## src/rtl/tl_cfg_sequencer.sv

```systemverilog
// -----------------------------------------------------------------------------
// tl_cfg_sequencer
//
// Upstream configuration sequencer for the traffic-light controller. The host
// fills three shadow phase-duration registers (addresses 1..3). A `go` pulse
// programs them into the controller through its cs/write/addr/wr_data register
// port, optionally reads them back, then raises the controller `start` level.
//
// Build option:
//   TL_CFG_VERIFY_EN  - when defined, a readback pass (RD_ADDR/RD_SAMPLE/RD_GAP)
//                       follows programming and a mismatch parks the sequencer
//                       in ERROR with `err` set. When undefined, `rd_data` is
//                       ignored, `err` is tied low and the last write gap goes
//                       straight to RUN.
//
// Parameters:
//   DW   register data width
//   AW   register address width
//   GAP  idle (cs=0) cycles after every bus access, 1..3
//
// Ports:
//   clk, reset            single clock, asynchronous active-high reset
//   cmd_valid/cmd_ready   host shadow-write handshake (cmd_ready combinational)
//   cmd_addr, cmd_data    shadow index (1..3 stored, 0 discarded) and data
//   go, stop              single-cycle sequence start / abort pulses
//   busy                  programming or verifying in progress
//   done                  one-cycle pulse on the cycle `start` rises
//   err                   sticky readback mismatch flag
//   cs, write, addr,
//   wr_data               controller register port (registered)
//   rd_data               controller read data, valid one cycle after a read
//   start                 controller run enable (level)
// -----------------------------------------------------------------------------
module tl_cfg_sequencer #(
  parameter int DW  = 4,
  parameter int AW  = 2,
  parameter int GAP = 1
) (
  input  logic          clk,
  input  logic          reset,
  input  logic          cmd_valid,
  output logic          cmd_ready,
  input  logic [AW-1:0] cmd_addr,
  input  logic [DW-1:0] cmd_data,
  input  logic          go,
  input  logic          stop,
  output logic          busy,
  output logic          done,
  output logic          err,
  output logic          cs,
  output logic          write,
  output logic [AW-1:0] addr,
  output logic [DW-1:0] wr_data,
  input  logic [DW-1:0] rd_data,
  output logic          start
);

  // Gap counter loads GAP-1 on entry to a gap state and leaves at zero,
  // which yields exactly GAP idle cycles.
  localparam logic [1:0] GAP_LAST  = 2'(GAP - 1);
  localparam logic [1:0] IDX_FIRST = 2'd1;
  localparam logic [1:0] IDX_LAST  = 2'd3;

  typedef enum logic [3:0] {
    ST_IDLE      = 4'd0,
    ST_WR_SETUP  = 4'd1,
    ST_WR_STROBE = 4'd2,
    ST_WR_GAP    = 4'd3,
    ST_RUN       = 4'd4
`ifdef TL_CFG_VERIFY_EN
    ,
    ST_RD_ADDR   = 4'd5,
    ST_RD_SAMPLE = 4'd6,
    ST_RD_GAP    = 4'd7,
    ST_ERROR     = 4'd8
`endif
  } state_t;

  // Select one of the three shadow values by index; index 0 never occurs
  // while sequencing and falls back to the first register.
  function automatic logic [DW-1:0] pick_shadow(
    input logic [1:0]    idx,
    input logic [DW-1:0] s1,
    input logic [DW-1:0] s2,
    input logic [DW-1:0] s3
  );
    logic [DW-1:0] val;
    case (idx)
      2'd2:    val = s2;
      2'd3:    val = s3;
      default: val = s1;
    endcase
    return val;
  endfunction

  // Register index to bus address (zero-extended for wider address buses).
  function automatic logic [AW-1:0] idx_to_addr(input logic [1:0] idx);
    return AW'(idx);
  endfunction

  state_t        state_r;
  logic [1:0]    idx_r;
  logic [1:0]    gap_r;
  logic [1:0]    idx_inc_s;
  logic [DW-1:0] sh_r     [1:3];
  logic [DW-1:0] sh_nxt_s [1:3];
  logic [DW-1:0] sh_inc_s;
  logic          cmd_ready_s;
  logic          wr_en_s;

  logic          cs_r;
  logic          write_r;
  logic [AW-1:0] addr_r;
  logic [DW-1:0] wr_data_r;
  logic          start_r;
  logic          busy_r;
  logic          done_r;

`ifdef TL_CFG_VERIFY_EN
  logic          err_r;
  logic [DW-1:0] sh_cur_s;
`else
  logic          rd_data_unused_s;
`endif

  // Shadow writes are only accepted while the bus sequence is not running.
  always_comb begin
    case (state_r)
      ST_IDLE:  cmd_ready_s = 1'b1;
      ST_RUN:   cmd_ready_s = 1'b1;
`ifdef TL_CFG_VERIFY_EN
      ST_ERROR: cmd_ready_s = 1'b1;
`endif
      default:  cmd_ready_s = 1'b0;
    endcase
  end

  assign wr_en_s = cmd_valid & cmd_ready_s;

  // Shadow contents as they will be after this edge. The launch from IDLE
  // reads these so a write coinciding with `go` is the value programmed.
  always_comb begin
    for (int k = 1; k <= 3; k++) begin
      if (wr_en_s && (cmd_addr == AW'(k))) begin
        sh_nxt_s[k] = cmd_data;
      end else begin
        sh_nxt_s[k] = sh_r[k];
      end
    end
  end

  // Value for the next index while stepping through writes or reads.
  always_comb begin
    idx_inc_s = idx_r + 2'd1;
    sh_inc_s  = pick_shadow(idx_inc_s, sh_r[1], sh_r[2], sh_r[3]);
  end

`ifdef TL_CFG_VERIFY_EN
  // Expected readback for the register currently being verified.
  always_comb begin
    sh_cur_s = pick_shadow(idx_r, sh_r[1], sh_r[2], sh_r[3]);
  end
`else
  // Readback data has no consumer without verification.
  assign rd_data_unused_s = ^rd_data;
`endif

  // Shadow register storage.
  always_ff @(posedge clk or posedge reset) begin
    if (reset) begin
      for (int k = 1; k <= 3; k++) begin
        sh_r[k] <= {DW{1'b0}};
      end
    end else begin
      for (int k = 1; k <= 3; k++) begin
        sh_r[k] <= sh_nxt_s[k];
      end
    end
  end

  // Sequencer FSM: state, index, gap count and all registered outputs.
  // Outputs are assigned for the state being entered so they line up with it.
  always_ff @(posedge clk or posedge reset) begin
    if (reset) begin
      state_r   <= ST_IDLE;
      idx_r     <= 2'd0;
      gap_r     <= 2'd0;
      cs_r      <= 1'b0;
      write_r   <= 1'b0;
      addr_r    <= {AW{1'b0}};
      wr_data_r <= {DW{1'b0}};
      start_r   <= 1'b0;
      busy_r    <= 1'b0;
      done_r    <= 1'b0;
`ifdef TL_CFG_VERIFY_EN
      err_r     <= 1'b0;
`endif
    end else begin
      done_r <= 1'b0;
      if (stop && (state_r != ST_IDLE)) begin
        // Abort from any active state: bus idle and start low next cycle.
        state_r <= ST_IDLE;
        cs_r    <= 1'b0;
        write_r <= 1'b0;
        start_r <= 1'b0;
        busy_r  <= 1'b0;
      end else begin
        case (state_r)
          ST_IDLE: begin
            if (go) begin
              state_r   <= ST_WR_SETUP;
              idx_r     <= IDX_FIRST;
              cs_r      <= 1'b1;
              write_r   <= 1'b0;
              addr_r    <= idx_to_addr(IDX_FIRST);
              wr_data_r <= sh_nxt_s[1];
              busy_r    <= 1'b1;
`ifdef TL_CFG_VERIFY_EN
              err_r     <= 1'b0;
`endif
            end else begin
              state_r <= ST_IDLE;
            end
          end

          ST_WR_SETUP: begin
            state_r <= ST_WR_STROBE;
            write_r <= 1'b1;
          end

          ST_WR_STROBE: begin
            state_r <= ST_WR_GAP;
            cs_r    <= 1'b0;
            write_r <= 1'b0;
            gap_r   <= GAP_LAST;
          end

          ST_WR_GAP: begin
            if (gap_r != 2'd0) begin
              gap_r <= gap_r - 2'd1;
            end else if (idx_r == IDX_LAST) begin
`ifdef TL_CFG_VERIFY_EN
              state_r <= ST_RD_ADDR;
              idx_r   <= IDX_FIRST;
              cs_r    <= 1'b1;
              addr_r  <= idx_to_addr(IDX_FIRST);
`else
              state_r <= ST_RUN;
              start_r <= 1'b1;
              done_r  <= 1'b1;
              busy_r  <= 1'b0;
`endif
            end else begin
              state_r   <= ST_WR_SETUP;
              idx_r     <= idx_inc_s;
              cs_r      <= 1'b1;
              addr_r    <= idx_to_addr(idx_inc_s);
              wr_data_r <= sh_inc_s;
            end
          end

`ifdef TL_CFG_VERIFY_EN
          ST_RD_ADDR: begin
            // cs stays high through RD_SAMPLE; data returns a cycle later.
            state_r <= ST_RD_SAMPLE;
          end

          ST_RD_SAMPLE: begin
            cs_r <= 1'b0;
            if (rd_data != sh_cur_s) begin
              state_r <= ST_ERROR;
              err_r   <= 1'b1;
              busy_r  <= 1'b0;
            end else begin
              state_r <= ST_RD_GAP;
              gap_r   <= GAP_LAST;
            end
          end

          ST_RD_GAP: begin
            if (gap_r != 2'd0) begin
              gap_r <= gap_r - 2'd1;
            end else if (idx_r == IDX_LAST) begin
              state_r <= ST_RUN;
              start_r <= 1'b1;
              done_r  <= 1'b1;
              busy_r  <= 1'b0;
            end else begin
              state_r <= ST_RD_ADDR;
              idx_r   <= idx_inc_s;
              cs_r    <= 1'b1;
              addr_r  <= idx_to_addr(idx_inc_s);
            end
          end

          ST_ERROR: begin
            // Retry clears the sticky error; stop is handled above.
            if (go) begin
              state_r   <= ST_WR_SETUP;
              idx_r     <= IDX_FIRST;
              cs_r      <= 1'b1;
              write_r   <= 1'b0;
              addr_r    <= idx_to_addr(IDX_FIRST);
              wr_data_r <= sh_nxt_s[1];
              busy_r    <= 1'b1;
              err_r     <= 1'b0;
            end else begin
              state_r <= ST_ERROR;
            end
          end
`endif

          ST_RUN: begin
            // Held until stop; go is ignored here.
            state_r <= ST_RUN;
          end

          default: begin
            state_r <= ST_IDLE;
            cs_r    <= 1'b0;
            write_r <= 1'b0;
            start_r <= 1'b0;
            busy_r  <= 1'b0;
          end
        endcase
      end
    end
  end

  assign cmd_ready = cmd_ready_s;
  assign cs        = cs_r;
  assign write     = write_r;
  assign addr      = addr_r;
  assign wr_data   = wr_data_r;
  assign start     = start_r;
  assign busy      = busy_r;
  assign done      = done_r;
`ifdef TL_CFG_VERIFY_EN
  assign err       = err_r;
`else
  assign err       = 1'b0;
`endif

endmodule

```

## config.mk

```make
export PLATFORM = sky130hd
export DESIGN_NAME = tl_cfg_sequencer
export DESIGN_NICKNAME = d
export VERILOG_FILES = /design/src/rtl/tl_cfg_sequencer.sv
export SDC_FILE = /design/constraint.sdc
export NUM_CORES = 1
export LEC_CHECK = 0
export CORE_UTILIZATION = 41
export CTS_CLUSTER_DIAMETER = 150
export CTS_CLUSTER_SIZE = 12
export DETAILED_ROUTE_END_ITERATION = 6
export DONT_BUFFER_PORTS = 1
export GPL_TIMING_DRIVEN = 0
export PLACE_DENSITY_LB_ADDON = 0.1
export SKIP_LAST_GASP = 1
export SYNTH_ARGS = -nofsm -noshare
export SYNTH_HDL_FRONTEND = slang
export SYNTH_SLANG_ARGS = --single-unit
export TNS_END_PERCENT = 50
```

## constraint.sdc

```tcl
create_clock -name clk -period 3.1 [get_ports clk]
set_input_delay 0.62 -clock clk [delete_from_list [all_inputs] [get_ports clk]]
set_output_delay 0.62 -clock clk [all_outputs]
set_load 0.02 [all_outputs]
```

==> metrics.md <==
| Metric | Value |
|---|---|
| Status | `completed` |
| Cells after Synth | `128` |
| First-pass GRT wire length | `4480 µm` |
| Worst reg-to-reg path cell count | `6` |
| Unrepaired setup endpoints after global routing | `no` |
| Cts hold-fix bufs | `0` |
| Worst hold start | `stop` |
| Worst hold path class | `in -> reg` |
| Largest net degree at the start of global routing | `29` |
| Synthesized flop and latch total | `28` |
| Hold Fails Final Rpt | `0` |
| Worst Hold Path EP | `state_r[2]` |
| Critical Path Source Type | `register` |
| DP HPWL | `2010 µm` |
| Root Driver | `clkbuf_4` |
| Routed len/inst | `15.4 µm` |
| Sink Count | `28` |
| First-pass iteration count of the detailed router | `4` |
| Fin nets | `152` |
| Setup_tns | `0 ns` |
| Sw Pwr | `505 µW` |
| Slew at the pin closest to its max-slew limit | `1.05 ns` |
| Setup Skew | `0.00133 ns` |
| Int Pwr | `846 µW` |
| Combinational Power Share | `31.3%` |
| Grt ovf | `0` |
| R2r startpoint | `addr[0]` |
| Synthesized area per cell | `11.0 µm²` |
| Pwr/cell area | `893 nW/µm²` |
| Lkg Pwr | `0.000676 µW` |
| Final setup viols | `0` |
| Net Count, Synth | `147` |
| Count of different cell masters after synthesis | `39` |
| Vias in the first global route | `923` |
| Final period utilization | `69.3%` |
| Row Count | `20` |
| Die Width | `60.5 µm` |
| Vias | `974` |
| WP data required | `2.48 ns` |
| Dpl cells | `172` |
| Antenna violations before repair | `0` |
| Tmin final | `2.15 ns` |
| Htree depth | `1` |
| Area delta synth->final | `7.66%` |
| Hold Path Stages | `1` |
| Die height | `60.5 µm` |
| Initial DRC count | `49` |
| Most frequent cells in the layout | `dfrtp_1 (28), nand2_1 (11), inv_1 (9), mux2_2 (8), o21ai_0 (6)` |
| GPL Wtd Cong | `0.754` |
| Clock-pin slew on the worst setup and hold paths | `0.16 ns` |
| Count of port buffers added during placement | `0` |
| Netlist Area Pre-Place | `1400 µm²` |
| Initial core utilization | `44.5%` |
| # Max-Cap Violations | `0` |
| Die area | `3660 µm²` |
| Layout cells sized above 1 | `16.7%` |
| Worst Setup End Kind | `output port` |
| Async SR Flop Fraction | `100%` |
| Post-synth EDFFs | `0` |
| CTS max path bufs | `2` |
| Flop pwr share | `50.3%` |
| Post-CTS resize count | `0` |
| Sw Share | `37.4%` |
| CP Class | `reg -> out` |
| Max rail drop VDD | `0.000295 V` |
| Crit path arrival time | `1.53 ns` |
| FILL cells | `311` |
| Worst-Skew Late Latency | `0.34 ns` |
| CP max FO | `10` |
| Sequential cell area fraction in the yosys report | `49.9%` |
| Total setup buffers inserted after CTS | `0` |
| Total power | `1350 µW` |
| Top FF cell, synth | `dfrtp_1` |
| Post-detailed-route DRC marker count | `0` |
| Post-route ant nets | `0` |
| Boundary Pins | `28` |
| Fmax | `465 MHz` |
| Syn. warnings | `0` |
| Commonest non-fill, non-tap cell in the layout | `dfrtp_1` |
| CORE AREA | `3150 µm²` |
| Reg-to-reg endpoint | `wr_data[3]` |
| Worst rel slew slack | `30.0%` |
| Gr usage total | `16.9%` |
| Routed WL | `2710 µm` |
| Clock share of power | `18.4%` |
| Finished Layout Cells | `176` |
| R2r setup slk | `1.15 ns` |
| CTS tree | `yes` |
| Fin. max-slew vios | `0` |
| TritonCTS buffer count | `3` |
| DR vias/cell | `5.53` |
| Antenna diodes | `0` |
synthesized netlist by cell type (2+ instances only):
cell	count	share of area, %
dfrtp_1	28	50
nand2_1	11	2.9
inv_1	9	2.4
mux2_2	8	6.4
o21ai_0	6	2.1
nor2_1	5	1.3
o21ai_1	5	1.8
a221o_1	4	2.9
ha_1	4	3.6
mux2_4	4	4.3
nand3_1	4	1.4
o221ai_1	4	2.5
clkbuf_1	3	0.80
a21o_1	2	1.1
a21oi_1	2	0.71
buf_4	2	1.1
mux2i_1	2	1.4
nand2b_1	2	0.89
nand4_1	2	0.89
nor3_1	2	0.71
kinds of logic (layout without fill, tap and decap cells):
kind of cell               after synthesis  count (layout)  synth area share [%]
AOI/OAI and AO/OA                       29              29                  14.6
xor gates and xnor gates                 1               1                 0.624
adders and majority gates                4               4                  3.57
buffers and inverters                   15              19                  4.63
DFF                                     28              28                  49.9
muxes                                   14              14                  12.1
other                                    1               1                 0.267
and+or+nand+nor                         36              36                  14.3
critical path, stage by stage (launching register included):
cell     delay [ns]
dfrtp_1        0.44
buf_2          0.19
nor2_1         0.56
cell type report:
type / count / area (µm²) / area share [%]
clock buffer: 3 / 22.5 / 1.49
tap: 44 / 55.1 / 3.64
sequential: 28 / 701 / 46.4
inverter: 9 / 33.8 / 2.24
buffer: 6 / 31.3 / 2.07
multi-input combinational: 85 / 638 / 42.2
clock inverter: 1 / 30.0 / 1.99
power groups by stage:
stage,clock (µW),combinational [µW],sequential (µW)
6_report,249,422,679
5_1_grt,274,482,703
4_1_cts,250,426,680
3_5_place_dp,0,424,688
3_3_place_gp,0,416,680
2_1_floorplan,0,352,658
routing by layer:
layer	global-route usage, %	vias up	wire length [µm]
met5	0	-	0
met4	7.47	0	45
met3	5.12	5	152
met2	22.3	20	1090
met1	25.3	480	1430
li1	-	469	-
how the worst max path moves through the flow:
stage	from	endpoint	cells after the start
finish	state_r[0]	cmd_ready	2
global route	state_r[0]	cmd_ready	2
CTS	state_r[0]	cmd_ready	2
detailed placement	state_r[0]	sh_r[2]	4
global placement	state_r[0]	sh_r[1]	4
floorplan	cmd_valid	sh_r[10]	4
metrics by stage:
step / hold slack [ns] / worst slack [ns] / utilization (%) / area (µm²)
floorplan: 0.449 / 1.31 / - / 1400
global placement: 0.467 / 1.16 / 46.3 / 1460
detailed placement: 0.489 / 1.16 / 46.3 / 1460
CTS: 0.311 / 0.950 / 47.9 / 1510
global route: 0.290 / 0.859 / 47.9 / 1510
finish: 0.309 / 0.950 / 47.9 / 1510
flip-flops by register name, summed over array words and instances, names as in the netlist:
signal	cells
wr_data	4
write	1
busy	1
addr	2
state_r	3
cs	1
start	1
gap_r	2
done	1
sh_r	12
Note: power is estimated with default switching activity, not from simulation.
